===== config.mk =====
export PLATFORM = sky130hd
export DESIGN_NAME = fir_stream_checker_fifo
export DESIGN_NICKNAME = d
export VERILOG_FILES = /design/src/rtl/fir_stream_checker_fifo.sv
export SDC_FILE = /design/constraint.sdc
export NUM_CORES = 1
export LEC_CHECK = 0
export CAP_MARGIN = 20
export CORE_MARGIN = 1.5
export CORE_UTILIZATION = 50
export DETAILED_ROUTE_END_ITERATION = 10
export PLACE_DENSITY = 0.66
export SLEW_MARGIN = 20
export SYNTH_ARGS = -nofsm -noshare
export SYNTH_HDL_FRONTEND = slang
export SYNTH_SLANG_ARGS = --single-unit

===== constraint.sdc =====
create_clock -name CLK -period 2.74 [get_ports CLK]
set_input_delay 0.411 -clock CLK [delete_from_list [all_inputs] [get_ports CLK]]
set_output_delay 0.411 -clock CLK [all_outputs]
set_load 0.02 [all_outputs]

===== src/rtl/fir_stream_checker_fifo.sv =====
// Expected-sample FIFO for the stream checker.
//   CLK, RST : clock, synchronous active-high reset (empties the FIFO)
//   push/din : write request and data (ignored while full)
//   pop      : read request (ignored while empty), head is the current front entry
//   full/empty : registered occupancy flags
// Pointers carry one extra bit so full and empty are distinguishable when the
// index bits match.
module fir_stream_checker_fifo #(
  parameter int NB    = 8,
  parameter int DEPTH = 16
) (
  input  logic          CLK,
  input  logic          RST,
  input  logic          push,
  input  logic [NB-1:0] din,
  input  logic          pop,
  output logic [NB-1:0] head,
  output logic          full,
  output logic          empty
);

  localparam int AW = $clog2(DEPTH);

  logic [NB-1:0] mem [DEPTH];
  logic [AW:0]   wr_ptr, rd_ptr, wr_next, rd_next;
  logic          do_push, do_pop;

  assign do_push = push && !full;
  assign do_pop  = pop && !empty;
  assign wr_next = do_push ? wr_ptr + (AW+1)'(1) : wr_ptr;
  assign rd_next = do_pop  ? rd_ptr + (AW+1)'(1) : rd_ptr;
  assign head    = mem[rd_ptr[AW-1:0]];

  always_ff @(posedge CLK) begin
    if (RST) begin
      wr_ptr <= '0;
      rd_ptr <= '0;
      full   <= 1'b0;
      empty  <= 1'b1;
    end else begin
      wr_ptr <= wr_next;
      rd_ptr <= rd_next;
      full   <= (wr_next[AW] != rd_next[AW]) && (wr_next[AW-1:0] == rd_next[AW-1:0]);
      empty  <= (wr_next == rd_next);
    end
  end

  // Storage needs no reset: entries are only read after being written.
  always_ff @(posedge CLK) begin
    if (do_push) mem[wr_ptr[AW-1:0]] <= din;
  end

endmodule


==> qor.yml <==
status: "finished with violations"
violations: "setup timing"
die_w_um: 109
die_area_um2: 11880
end_kind: "output pin"
reg2reg_slack_ns: 0.85
h-tree-depth: 4
portBuffers: 21
final_common_cell: "edfxtp_1"
synth_cells: 264
rows: 38
postSynthNetCount: 281
syn_avg_cell_area_um2: 21.28
holdPathStages: 2
instances_no_fill: 471
die_h_um: 109
finalHoldViolations: 0
finalWirelength_mm: 11.63
synth_seq_cells: 140
fmax_ghz: 0.3617
antenna_found_initial: 0
clockBufferDepth: 2
crit_required_ns: 2.33
post-dp-hpwl_mm: 6.764
hold_path_end: "rd_ptr[4]$_SDFF_PP0_"
ios: 22
layout.nets: 334
rsz0062_at_grt: "yes"
layout_min_cycle_time_ns: 2.765
crit_type: "flip-flop to output pin"
cp_cell_sequence: "buf_12 -> buf_12 -> mux4_2 -> mux4_2 -> buf_6"
postPlaceCellArea_um2: 6107
worstPathArrival_ns: 2.35
drtIter0Drc: 181
cp-start-kind: "flip-flop"
irDropWorstVdd_mv: 0.4115
dp_cells: 432
clkSinkCount: 140
hold_class: "flip-flop to flip-flop"
power_leakage_nw: 2.216
design_area_um2: 6768
grt_max_degree: 36
initial_core_util_pct: 51.60
clk_pin_slew_worst_paths_ns: 0.06
cts_hold_buf: 0
finalSetupViolations: 5
cp.buffers_inverters: 3
critical_path.max_stage_delay_ns: 0.52
via_per_inst: 5.635
crit_fanout: 5
utilization_pct: 62.16
dr.pass1.iters: 4
powerDensity_nw_per_um2: 795.5
place_congestion: 0.7203
cp_slowest_cell: "mux4_2"
yosysSeqAreaShare_pct: 72.69
insertion_delay_ns: 0.52
grt_overflow: 0
r2r-end: "full$_SDFF_PP0_"
hold_path_startpoint: "rd_ptr[4]$_SDFF_PP0_"
p_total_mw: 5.384
mostFrequentLayoutCells: "edfxtp_1 (128), mux4_2 (36), nor2_1 (21), buf_4 (19), clkbuf_16 (16)"
max-slew-margin-rel_pct: 60.84
dp_slack_ns: 0.06544
synth_area_um2: 5618
fin_hold_ws_ns: 0.5248
coreArea_um2: 10890
cts-root-buf: "clkbuf_8"
wl_per_cell_um: 24.69
synth_cell_type_count: 26
vias: 2654
path_delay_family: "multiplexers"
antenna_left: 0
rr_startpoint: "wr_ptr[0]$_SDFF_PP0_"
area_growth_pct: 20.47
worstMarginPinSlew_ns: 0.5856
grt_use_total_pct: 22.31
period_share_pct: 100.9
finClkSkew_ns: 0.007208
setup_ws_ns: -0.02479
final-max-slew-violation-count: 0
cts_tree: "yes"
grt_pass1_wl_mm: 17.58
drc: 0
numCtsBuffers: 17
grt_pass1_vias: 2829
yosysWarnings: 0
cap_violations: 0
drive_gt1_share_pct: 31.21
reg2reg_depth: 6
setup-tns-final_ns: -0.07077
==> registers in the layout, indices dropped and copies added (netlist names) <==
signal / flops
mem: 128
wr_ptr: 5
rd_ptr: 5
full: 1
empty: 1
==> worst max path at each step <==
stage / startpoint / to / cells past startpoint / slack (ns)
after floorplan: rd_ptr[0]$_SDFF_PP0_ / head[0] / 4 / 0.65
after global placement: rd_ptr[0]$_SDFF_PP0_ / head[5] / 4 / 0.07
after detailed placement: rd_ptr[0]$_SDFF_PP0_ / head[5] / 4 / 0.07
after CTS: rd_ptr[0]$_SDFF_PP0_ / head[5] / 5 / -0.08
after global routing: rd_ptr[0]$_SDFF_PP0_ / head[5] / 5 / -0.09
final: rd_ptr[0]$_SDFF_PP0_ / head[4] / 5 / -0.02
==> report_power, final <==
group	switching [mW]	internal (mW)	leakage (nW)
registers	0.0228	2.37	1.25
logic	0.257	0.316	0.666
clock network	0.847	1.57	0.295
total	1.13	4.26	2.22
==> area by class of cell <==
class,instances,area (µm²)
diodes,1,2.502
clock buffers,18,417.9
clock inverters,14,219.0
fillers,757,4120
inverters,3,11.26
multi-input cells,107,1333
flip-flops and latches,140,4088
well taps,140,175.2
repair buffers,48,521.8
==> routing by layer <==
layer	vias to the layer above	global-route usage [%]	routed length, µm
li1	1183	-	-
met1	1355	28.63	4509
met2	107	35.94	5906
met3	9	8.607	1115
met4	0	5.733	99
met5	-	0	0
==> cell families (layout without fill, tap and decap cells) <==
logic type      Yosys count  in the layout  synth area share, %
compound gates            5              5               0.4900
mux                      42             42                18.40
flops                   140            140                72.69
fa+ha+maj                 5              5                1.114
simple gates             44             44                3.742
buf+inv                  17             83                1.848
xor+xnor                 11             11                1.715
other cells               0              1                    0
==> synthesized netlist by cell type (all sizes together) <==
cell type,n,area (µm²)
edfxtp,128,3844
mux4,40,1013
nor2,21,78.83
dfxtp,12,240.2
buf,9,73.81
nand2,6,22.52
xor2,6,52.55
clkbuf,5,18.77
ha,5,62.56
xnor2,5,43.79
nor3,4,20.02
inv,3,11.26
nand2b,3,18.77
nand3,3,15.01
a21oi,2,10.01
mux2i,2,20.02
nand3b,2,15.01
o21ai,2,10.01
or3,2,12.51
nand4,1,6.260
nor2b,1,6.260
nor4b,1,15.01
o31ai,1,7.510
==> what timing repair did <==
action / 4_1_cts / 5_1_grt
cloned: 3 / 0
resized for setup: 65 / 14
buffers inserted: 5 / 0
setup endpoints to repair: 8 / 8
==> tightest hold or removal path: stages, from the launching register on <==
cell	delay, ns
dfxtp_1	0.30
o21ai_0	0.10
a21oi_1	0.07
No activity file was read; power rests on OpenSTA's default activity.
